==> src/rtl/cpu_pkg.sv <==
// Shared CPU definitions for the fetch front end: default datapath widths,
// fetch FSM encoding and a saturating counter helper.
package cpu_pkg;

    localparam int ADDR_W_DEF  = 64;
    localparam int INSTR_W_DEF = 32;

    typedef enum logic [1:0] {
        IDLE = 2'd0,
        WAIT = 2'd1,
        DROP = 2'd2
    } fetch_state_e;

    function automatic logic [31:0] sat_inc32(input logic [31:0] val);
        if (val == 32'hFFFF_FFFF) begin
            return val;
        end else begin
            return val + 32'd1;
        end
    endfunction

endpackage

==> src/rtl/if_prefetch_queue_if.sv <==
// Fetch bus bundle: instruction-memory request/response plus the queue head
// presented to IF/ID. master = prefetch queue, slave = memory/consumer side.
interface if_prefetch_queue_if
    import cpu_pkg::*;
#(
    parameter int ADDR_W  = ADDR_W_DEF,
    parameter int INSTR_W = INSTR_W_DEF
);
    logic               imem_req_valid;
    logic [ADDR_W-1:0]  imem_req_addr;
    logic               imem_req_ready;
    logic               imem_rsp_valid;
    logic [INSTR_W-1:0] imem_rsp_instr;
    logic               ifq_valid;
    logic [ADDR_W-1:0]  ifq_pc;
    logic [INSTR_W-1:0] ifq_instr;
    logic               ifq_ready;

    modport master (
        output imem_req_valid, imem_req_addr,
        input  imem_req_ready, imem_rsp_valid, imem_rsp_instr,
        output ifq_valid, ifq_pc, ifq_instr,
        input  ifq_ready
    );

    modport slave (
        input  imem_req_valid, imem_req_addr,
        output imem_req_ready, imem_rsp_valid, imem_rsp_instr,
        input  ifq_valid, ifq_pc, ifq_instr,
        output ifq_ready
    );
endinterface

==> src/rtl/if_prefetch_queue_chk.sv <==
// Protocol checker for the fetch front end: the memory may only answer while
// a request is outstanding.
module if_prefetch_queue_chk
    import cpu_pkg::*;
(
    input logic         clk,
    input logic         reset,
    input fetch_state_e state,
    input logic         rsp_valid
);
    // A response with nothing outstanding would be silently lost
    always @(posedge clk) begin
        if (!reset) begin
            assert (!(rsp_valid && (state == IDLE)))
                else $error("imem response received with no request outstanding");
        end
    end
endmodule

==> src/rtl/ifq_fifo.sv <==
// Ring buffer of {pc, instr} entries with push/pop/flush; pointers wrap
// modulo DEPTH and the occupancy count is one bit wider than a pointer.
module ifq_fifo #(
    parameter  int DEPTH = 4,
    parameter  int WIDTH = 96,
    localparam int PW    = $clog2(DEPTH),
    localparam int CW    = PW + 1
) (
    input  logic             clk,
    input  logic             reset,
    input  logic             push,
    input  logic             pop,
    input  logic             flush,
    input  logic [WIDTH-1:0] wdata,
    output logic [WIDTH-1:0] rdata,
    output logic [CW-1:0]    count
);
    logic [WIDTH-1:0] mem_r [DEPTH];
    logic [PW-1:0]    wr_ptr_r;
    logic [PW-1:0]    rd_ptr_r;
    logic [CW-1:0]    count_r;
    logic             do_push_s;
    logic             do_pop_s;

    assign do_push_s = push && !flush && !reset;
    assign do_pop_s  = pop && (count_r != CW'(0));
    assign rdata     = mem_r[rd_ptr_r];
    assign count     = count_r;

    // Entry storage; the pointers and count decide which slots are meaningful
    always_ff @(posedge clk) begin
        if (do_push_s) begin
            mem_r[wr_ptr_r] <= wdata;
        end
    end

    // Pointer and occupancy tracking; flush empties the ring in one cycle
    always_ff @(posedge clk) begin
        if (reset || flush) begin
            wr_ptr_r <= PW'(0);
            rd_ptr_r <= PW'(0);
            count_r  <= CW'(0);
        end else begin
            if (do_push_s) begin
                wr_ptr_r <= wr_ptr_r + PW'(1);
            end
            if (do_pop_s) begin
                rd_ptr_r <= rd_ptr_r + PW'(1);
            end
            case ({do_push_s, do_pop_s})
                2'b10:   count_r <= count_r + CW'(1);
                2'b01:   count_r <= count_r - CW'(1);
                default: count_r <= count_r;
            endcase
        end
    end
endmodule

==> src/rtl/if_prefetch_queue.sv <==
// Instruction prefetch queue: sequential fetch with one outstanding request,
// DEPTH-entry buffer toward IF/ID, branch redirect flush. Optional counters: IFQ_PERF_CNT_EN.
module if_prefetch_queue
    import cpu_pkg::*;
#(
    parameter int                DEPTH    = 4,
    parameter int                ADDR_W   = ADDR_W_DEF,
    parameter int                INSTR_W  = INSTR_W_DEF,
    parameter logic [ADDR_W-1:0] RESET_PC = '0
) (
    input  logic               clk,
    input  logic               reset,
    input  logic               redirect_valid,
    input  logic [ADDR_W-1:0]  redirect_pc,
    if_prefetch_queue_if.master bus,
    output logic [31:0]        perf_fetched,
    output logic [31:0]        perf_dropped
);
    localparam int             CW      = $clog2(DEPTH) + 1;
    localparam logic [CW-1:0]  DEPTH_C = CW'(DEPTH);

    fetch_state_e                state_r;
    logic [ADDR_W-1:0]           fetch_pc_r;
    logic [ADDR_W-1:0]           tag_pc_r;
    logic [CW-1:0]               count_s;
    logic [ADDR_W+INSTR_W-1:0]   head_s;
    logic                        ifq_valid_s;
    logic                        req_valid_s;
    logic                        accept_s;
    logic                        push_s;
    logic                        pop_s;

    // Requests only from IDLE and only with a free slot, so every response has a home
    assign ifq_valid_s = (count_s != CW'(0));
    assign req_valid_s = (state_r == IDLE) && (count_s < DEPTH_C) && !redirect_valid && !reset;
    assign accept_s    = req_valid_s && bus.imem_req_ready;
    assign push_s      = (state_r == WAIT) && bus.imem_rsp_valid && !redirect_valid;
    assign pop_s       = ifq_valid_s && bus.ifq_ready;

    assign bus.imem_req_valid         = req_valid_s;
    assign bus.imem_req_addr          = fetch_pc_r;
    assign bus.ifq_valid              = ifq_valid_s;
    assign {bus.ifq_pc, bus.ifq_instr} = head_s;

    // Fetch sequencer: state, next fetch PC and tag PC of the outstanding request
    always_ff @(posedge clk) begin
        if (reset) begin
            state_r    <= IDLE;
            fetch_pc_r <= RESET_PC;
            tag_pc_r   <= RESET_PC;
        end else if (redirect_valid) begin
            fetch_pc_r <= redirect_pc;
            if ((state_r != IDLE) && !bus.imem_rsp_valid) begin
                state_r <= DROP;
            end else begin
                state_r <= IDLE;
            end
        end else begin
            case (state_r)
                IDLE: begin
                    if (accept_s) begin
                        tag_pc_r   <= fetch_pc_r;
                        fetch_pc_r <= fetch_pc_r + ADDR_W'(1);
                        state_r    <= WAIT;
                    end
                end
                WAIT, DROP: begin
                    if (bus.imem_rsp_valid) begin
                        state_r <= IDLE;
                    end
                end
                default: state_r <= IDLE;
            endcase
        end
    end

    ifq_fifo #(
        .DEPTH (DEPTH),
        .WIDTH (ADDR_W + INSTR_W)
    ) u_fifo (
        .clk   (clk),
        .reset (reset),
        .push  (push_s),
        .pop   (pop_s),
        .flush (redirect_valid),
        .wdata ({tag_pc_r, bus.imem_rsp_instr}),
        .rdata (head_s),
        .count (count_s)
    );

    if_prefetch_queue_chk u_chk (
        .clk       (clk),
        .reset     (reset),
        .state     (state_r),
        .rsp_valid (bus.imem_rsp_valid)
    );

`ifdef IFQ_PERF_CNT_EN
    logic        drop_s;
    logic [31:0] perf_fetched_r;
    logic [31:0] perf_dropped_r;

    assign drop_s = bus.imem_rsp_valid &&
                    ((state_r == DROP) || ((state_r == WAIT) && redirect_valid));

    // Saturating event counters for enqueued and discarded responses
    always_ff @(posedge clk) begin
        if (reset) begin
            perf_fetched_r <= 32'd0;
            perf_dropped_r <= 32'd0;
        end else begin
            if (push_s) begin
                perf_fetched_r <= sat_inc32(perf_fetched_r);
            end
            if (drop_s) begin
                perf_dropped_r <= sat_inc32(perf_dropped_r);
            end
        end
    end

    assign perf_fetched = perf_fetched_r;
    assign perf_dropped = perf_dropped_r;
`else
    assign perf_fetched = 32'd0;
    assign perf_dropped = 32'd0;
`endif
endmodule

==> src/flat_wrapper.sv <==
// flat-port wrapper written by rule: the top's interface ports become plain ports
module if_prefetch_queue_flat import cpu_pkg::*;
#(
    parameter int                DEPTH    = 4,
    parameter int                ADDR_W   = ADDR_W_DEF,
    parameter int                INSTR_W  = INSTR_W_DEF,
    parameter logic [ADDR_W-1:0] RESET_PC = '0
)
  (clk, reset, redirect_valid, redirect_pc, perf_fetched, perf_dropped, bus_imem_req_valid, bus_imem_req_addr, bus_imem_req_ready, bus_imem_rsp_valid, bus_imem_rsp_instr, bus_ifq_valid, bus_ifq_pc, bus_ifq_instr, bus_ifq_ready);
  if_prefetch_queue_if #(.ADDR_W(ADDR_W), .INSTR_W(INSTR_W)) bus_i ();
  input  logic clk;
  input  logic reset;
  input  logic redirect_valid;
  input  logic [ADDR_W-1:0] redirect_pc;
  output logic [31:0] perf_fetched;
  output logic [31:0] perf_dropped;
  output wire logic [$bits(bus_i.imem_req_valid)-1:0] bus_imem_req_valid;
  output wire logic [$bits(bus_i.imem_req_addr)-1:0] bus_imem_req_addr;
  input wire logic [$bits(bus_i.imem_req_ready)-1:0] bus_imem_req_ready;
  input wire logic [$bits(bus_i.imem_rsp_valid)-1:0] bus_imem_rsp_valid;
  input wire logic [$bits(bus_i.imem_rsp_instr)-1:0] bus_imem_rsp_instr;
  output wire logic [$bits(bus_i.ifq_valid)-1:0] bus_ifq_valid;
  output wire logic [$bits(bus_i.ifq_pc)-1:0] bus_ifq_pc;
  output wire logic [$bits(bus_i.ifq_instr)-1:0] bus_ifq_instr;
  input wire logic [$bits(bus_i.ifq_ready)-1:0] bus_ifq_ready;
  assign bus_imem_req_valid = bus_i.imem_req_valid;
  assign bus_imem_req_addr = bus_i.imem_req_addr;
  assign bus_i.imem_req_ready = bus_imem_req_ready;
  assign bus_i.imem_rsp_valid = bus_imem_rsp_valid;
  assign bus_i.imem_rsp_instr = bus_imem_rsp_instr;
  assign bus_ifq_valid = bus_i.ifq_valid;
  assign bus_ifq_pc = bus_i.ifq_pc;
  assign bus_ifq_instr = bus_i.ifq_instr;
  assign bus_i.ifq_ready = bus_ifq_ready;
  if_prefetch_queue #(.DEPTH(DEPTH), .ADDR_W(ADDR_W), .INSTR_W(INSTR_W), .RESET_PC(RESET_PC)) u_core (.clk(clk), .reset(reset), .redirect_valid(redirect_valid), .redirect_pc(redirect_pc), .bus(bus_i), .perf_fetched(perf_fetched), .perf_dropped(perf_dropped));
endmodule
==> config.mk <==
export PLATFORM = sky130hd
export DESIGN_NAME = if_prefetch_queue_flat
export DESIGN_NICKNAME = d
export VERILOG_FILES = /design/src/rtl/cpu_pkg.sv /design/src/rtl/if_prefetch_queue_if.sv /design/src/rtl/if_prefetch_queue_chk.sv /design/src/rtl/ifq_fifo.sv /design/src/rtl/if_prefetch_queue.sv /design/src/flat_wrapper.sv
export SDC_FILE = /design/constraint.sdc
export NUM_CORES = 1
export LEC_CHECK = 0
export CAP_MARGIN = 10
export CELL_PAD_IN_SITES_DETAIL_PLACEMENT = 1
export CELL_PAD_IN_SITES_GLOBAL_PLACEMENT = 1
export CORE_MARGIN = 10
export CORE_UTILIZATION = 44
export DETAILED_ROUTE_END_ITERATION = 12
export HOLD_SLACK_MARGIN = 0.1
export PLACE_DENSITY_LB_ADDON = 0.25
export SLEW_MARGIN = 5
export SYNTH_ARGS = -nofsm -noshare
export SYNTH_HDL_FRONTEND = slang
export SYNTH_HIERARCHICAL = 1
export SYNTH_SLANG_ARGS = --single-unit
==> constraint.sdc <==
create_clock -name clk -period 6.2 [get_ports clk]
set_input_delay 0.93 -clock clk [delete_from_list [all_inputs] [get_ports clk]]
set_output_delay 0.93 -clock clk [all_outputs]
set_load 0.01 [all_outputs]
; Yosys cells after proc, flatten, opt, wreduce, memory -nomap -nowiden
; Memory sizes are Yosys's and may differ from the RTL's. A register that Yosys moved wholly into a read port is not among the register bits.
; Index checks and enable logic that the tools add are counted.
[totals]
reg_bits = 137
latch_bits = 0
ramBits = 384
romBits = 0
out_inout_bits = 226
wordCells = 58
mem_count = 1
[op_classes]
n_addsub = 5
multipliers = 0
n_div = 0
order_cmp = 1
n_eq_ne = 6
shift = 0
n_mux = 13
n_bitwise = 1
reduce_logical = 25
[memory_table]
columns = memory, depth, width, read_ports, rd_ports_with_merged_regs, write_ports, line_no
row1 = u_core.u_fifo.mem_r, 4, 96, 1, 1, 1, ifq_fifo.sv:18  ; logic [WIDTH-1:0] mem_r [DEPTH];
[op_table]
columns = op, count
row1 = $mux 64, 3
row2 = $add 64x1->64 const B, 1
row3 = $mux 2, 6
row4 = $logic_and 1x1->1, 11
row5 = $reduce_bool 2->1, 4
row6 = $pmux 3 s2, 1
row7 = $add 2x1->2 const B, 2
row8 = $eq 2x1->1 const B, 2
row9 = $eq 2x2->1 const B, 2
row10 = $pmux 2 s2, 1
row11 = $reduce_and 2->1, 2
row12 = $add 3x1->3 const B, 1
row13 = $logic_not 1->1, 3
row14 = $lt 3x3->1 const B, 1
row15 = $ne 3x2->1 const B, 1
row16 = $ne 3x3->1 const B, 1
row17 = $reduce_and 3->1, 1
row18 = $reduce_bool 3->1, 1
row19 = $sub 3x1->3 const B, 1
row20 = $logic_not 2->1, 1
row21 = $mux 1, 2
row22 = $reduce_or 2->1, 1
row23 = $logic_or 1x1->1, 1
row24 = $not 1->1, 1

; Depth between registers and ports, before layout
[depth]
depth_word = 8
ltp_mapped = 11

; Cells and area by module
; The synthesis kept the hierarchy.
[modules_own_cells]
columns = module, n_inst, cells_each, area_per_inst_um2, seq_area_each_um2
row1 = ifq_fifo, 1, 550, 14305.0, 11711.2
row2 = if_prefetch_queue, 1, 880, 6761.5, 2602.5

; Worst setup path after synthesis
; No wires, ideal clock.
[synth_path]
path_type = input to register
start = input port redirect_valid
end = memory u_core.u_fifo.mem_r[3][0], enable pin
setup_ps = 466
t_arrival_ps = 4186
required_time_ps = 5734
setup_slack_ps = 1548
path_stages = 5
n_path_buf = 2
cell_sequence = inv_1 > clkbuf_1 > buf_1 > and3_1 > and3_1
[synth_between]
elab_chain_len = 6
[synth_rtl]
columns = item, line_no
row1 = from (decl), flat_wrapper.sv:13  ; input logic redirect_valid;
row2 = $logic_not 1->1, if_prefetch_queue.sv:37  ; assign push_s = (state_r == WAIT) && bus.imem_rsp_valid && !redirect_valid;
row3 = $logic_and 1x1->1, if_prefetch_queue.sv:37
row4 = net u_core.push_s, if_prefetch_queue.sv:30  ; logic push_s;
row5 = $logic_and 1x1->1 (2 in series), ifq_fifo.sv:25  ; assign do_push_s = push && !flush && !reset;
row6 = $mux 1, ifq_fifo.sv:32  ; if (do_push_s) begin
row7 = $mux 1 (not written as such), ifq_fifo.sv:33  ; mem_r[wr_ptr_r] <= wdata;
row8 = to (decl), ifq_fifo.sv:18
; The timed path passes the listed nets, and every way through them passes these cells.

==> results.ini <==
[yosys]
synth_compound_area_share_pct = 6.05
muxShareOfSynthArea_pct = 10.5
synth-simple-area-share_pct = 9.59
synth_adder_area_share_pct = 0.570
synth-edff-count = 384
syn_inst = 1430
synthFlopType = edfxtp_1
synth_top_family_by_area = multiplexers
ys_seq_area_share_pct = 67.9
async_flop_share_pct = 0
yosys_warnings = 6
yosysUniqueCellTypes = 64
ys_seq_elements = 523
synth_area_sq_um = 21100
synth_xor_area_share_pct = 0.998
syn_avg_cell_area_sq_um = 14.7

[setup_path]
crit_arrival_ps = 3040
worstPathBufferInverterCount = 2
crit_type = reg2out
cp_slowest_cell = dfxtp_4
crit_fanout = 28
worstSetupEndpointType = output port
critPathRequiredTime_ps = 5270
max_stage_delay_ps = 730
path_cells = buf_4, mux4_2, clkdlybuf4s50_1
cp_top_family = buffers and inverters
cp-start-kind = flip-flop

[global_routing]
grt_start_max_net_pins = 86
grt-ovfl-total = 0
grt_use_total_pct = 20.9
grt_pass1_vias = 14262
antenna_found_initial = 3
grt_pass1_wl_microns = 90800

[pwr]
p_leak_nw = 8.18
ir_worst_vdd_v = 0.000191
power_density_nw_per_um2 = 293

[layout]
multi_input_area_sq_um = 6110
drive_above_1_share_pct = 13.2
mostFrequentLayoutCells = edfxtp_1 (384), clkdlybuf4s50_1 (261), nand2_1 (170), dfxtp_1 (137), mux4_2 (96)
regArea_sq_um = 14300
n_fill_cell = 4603
final_common_cell = edfxtp_1
nets = 1804
area_growth_pct = 23.4

[detailed_routing]
wl_per_cell_microns = 25.6
routed_wirelength_microns = 60300
vias = 13355
drt_iter0_markers = 998
drtAntennaViolNets = 0
dr.pass1.iters = 5
via_per_inst = 5.67
drc = 0

[clock_tree]
cts_tree = yes
cts.sinks = 523
cts_made_buffers = 55
clkLatencyLatePin_ps = 600
postCtsHoldBufs = 0
cts_setup_buffers = 0
htree_num_levels = 2
clk_pin_slew_ps = 60
cts_buffer_depth = 3
cts_resized = 0
cts-root-buf = clkbuf_16

[placed_design]
dp_slack_ps = 2280
dp_hpwl_microns = 40500
io_buffers = 263
gp_congestion = 0.819

[flow_run]
cap_violations = 0

[floorplan]
die_h_microns = 239
fp.dieArea_sq_um = 57000
core_sq_um = 47500
initial_core_util_pct = 44.3
io_pins = 328
die_w_microns = 239
row_count = 80

[timing]
finalClockSkew_ps = 17.3
fmax_ghz = 0.252
slew-limit-headroom_pct = 20.6
finalSetupViolations = 0
rsz0062_at_grt = no
fin_crit_ps = 3970
worst_pin_slew_ps = 1170
final_max_slew_viol_count = 0
hold_viol_final = 0
tns_ps = 0
fin_ws_ps = 2230
finalCritPeriodShare_pct = 64.0

[outcome]
status = completed

[min_path]
hold_class = reg2reg

-- metal layers --
metal / routed length [microns] / GRT usage (%) / share of wire, % / vias to the layer above
li1: - / - / - / 5956
met1: 25100 / 27.0 / 42 / 6857
met2: 29400 / 34.3 / 49 / 441
met3: 4290 / 5.31 / 7.1 / 97
met4: 1480 / 6.17 / 2.5 / 4
met5: 23 / 0 / 0.038 / -
-- where the power goes --
part	internal [W]	leakage (nW)	switching, W
registers	0.00377	4.57	0.0000740
logic	0.000143	2.65	0.000175
clock network	0.00211	0.955	0.00136
-- Yosys cell counts, types with 3 or more instances --
| master | n | area share, % |
|---|---|---|
| nand4_1 | 34 | 1.0 |
| mux2i_1 | 3 | 0.14 |
| a31oi_1 | 12 | 0.36 |
| nor3_1 | 16 | 0.38 |
| nand3_1 | 36 | 0.86 |
| inv_1 | 16 | 0.29 |
| mux4_2 | 96 | 10 |
| ha_1 | 8 | 0.48 |
| or3_1 | 24 | 0.71 |
| edfxtp_1 | 384 | 55 |
| a311oi_1 | 19 | 0.79 |
| xor2_1 | 12 | 0.50 |
| a21oi_1 | 95 | 2.3 |
| dfxtp_1 | 139 | 13 |
| buf_8 | 4 | 0.29 |
| buf_1 | 8 | 0.14 |
| or4_1 | 19 | 0.68 |
| clkbuf_1 | 49 | 0.87 |
| o21ai_0 | 18 | 0.43 |
| and4_1 | 3 | 0.12 |
| nor2_1 | 65 | 1.2 |
| o311ai_0 | 7 | 0.29 |
| buf_4 | 64 | 2.3 |
| buf_2 | 12 | 0.29 |
| and3_1 | 13 | 0.39 |
| nand2_1 | 171 | 3.0 |
| o31ai_1 | 8 | 0.29 |
| o211ai_1 | 12 | 0.43 |
| a211oi_1 | 13 | 0.46 |
| and2_1 | 4 | 0.12 |
| nor4_1 | 15 | 0.45 |
| xnor2_1 | 12 | 0.50 |
-- worst reg2reg max path, cell delays in order, from the launching register on --
cell	delay (ps)
dfxtp_1	500
nand4_1	360
nor4_4	800
nand4_1	620
or4_1	670
a311oi_1	280
-- path summary, 6_finish.rpt --
path	from	end	slack (ps)	depth (start not counted)
max	flip-flop	bus_ifq_pc[63]	2230	3
min	u_core/tag_pc_r[20]	u_core/tag_pc_r[20]	500	2
max reg2reg	u_core/bus.imem_req_addr[8]	u_core/bus.imem_req_addr[55]	2870	5
min reg2reg	u_core/tag_pc_r[20]	u_core/tag_pc_r[20]	500	2
-- layout make-up --
type                            instances  area share, %
Sequential cell                       523           55.1
Inverter                               17          0.245
Clock buffer                           78           6.21
Timing Repair Buffer                  282           10.7
Tap cell                              615           2.96
Multi-Input combinational cell        814           23.5
Antenna cell                            1        0.00963
Clock inverter                         25           1.27
-- metrics by stage --
| stage | total power, W | cells | area (sq um) | utilization [%] | hold WS, ps |
|---|---|---|---|---|---|
| 6_report | 0.00763 | 2355 | 26000 | 54.7 | 499 |
| 5_1_grt | 0.00789 | 2354 | 26000 | 54.7 | 526 |
| 4_1_cts | 0.00770 | 2354 | 26000 | 54.7 | 495 |
| 3_5_place_dp | 0.00423 | 2251 | 24000 | 50.6 | 488 |
| 3_3_place_gp | 0.00422 | 2251 | 24000 | 50.6 | 468 |
| 2_1_floorplan | 0.00405 | 1493 | 21300 | - | 454 |
-- cell families after synthesis --
family | count (synthesis)
buffers and inverters | 156
muxes | 101
xor gates and xnor gates | 24
AOI/OAI and AO/OA | 202
adders and majority gates | 9
and+or+nand+nor | 414
DFF | 523
other | 1
-- sequential cells by signal (all words and copies together) (netlist names), named ones only --
register	cells
u_core/bus.imem_req_addr	64
u_core/state_r	2
u_core/tag_pc_r	64
u_core/u_fifo/count	3
u_core/u_fifo/mem_r	384
u_core/u_fifo/rd_ptr_r	2
u_core/u_fifo/wr_ptr_r	2
Note: power is estimated with default switching activity, not from simulation.
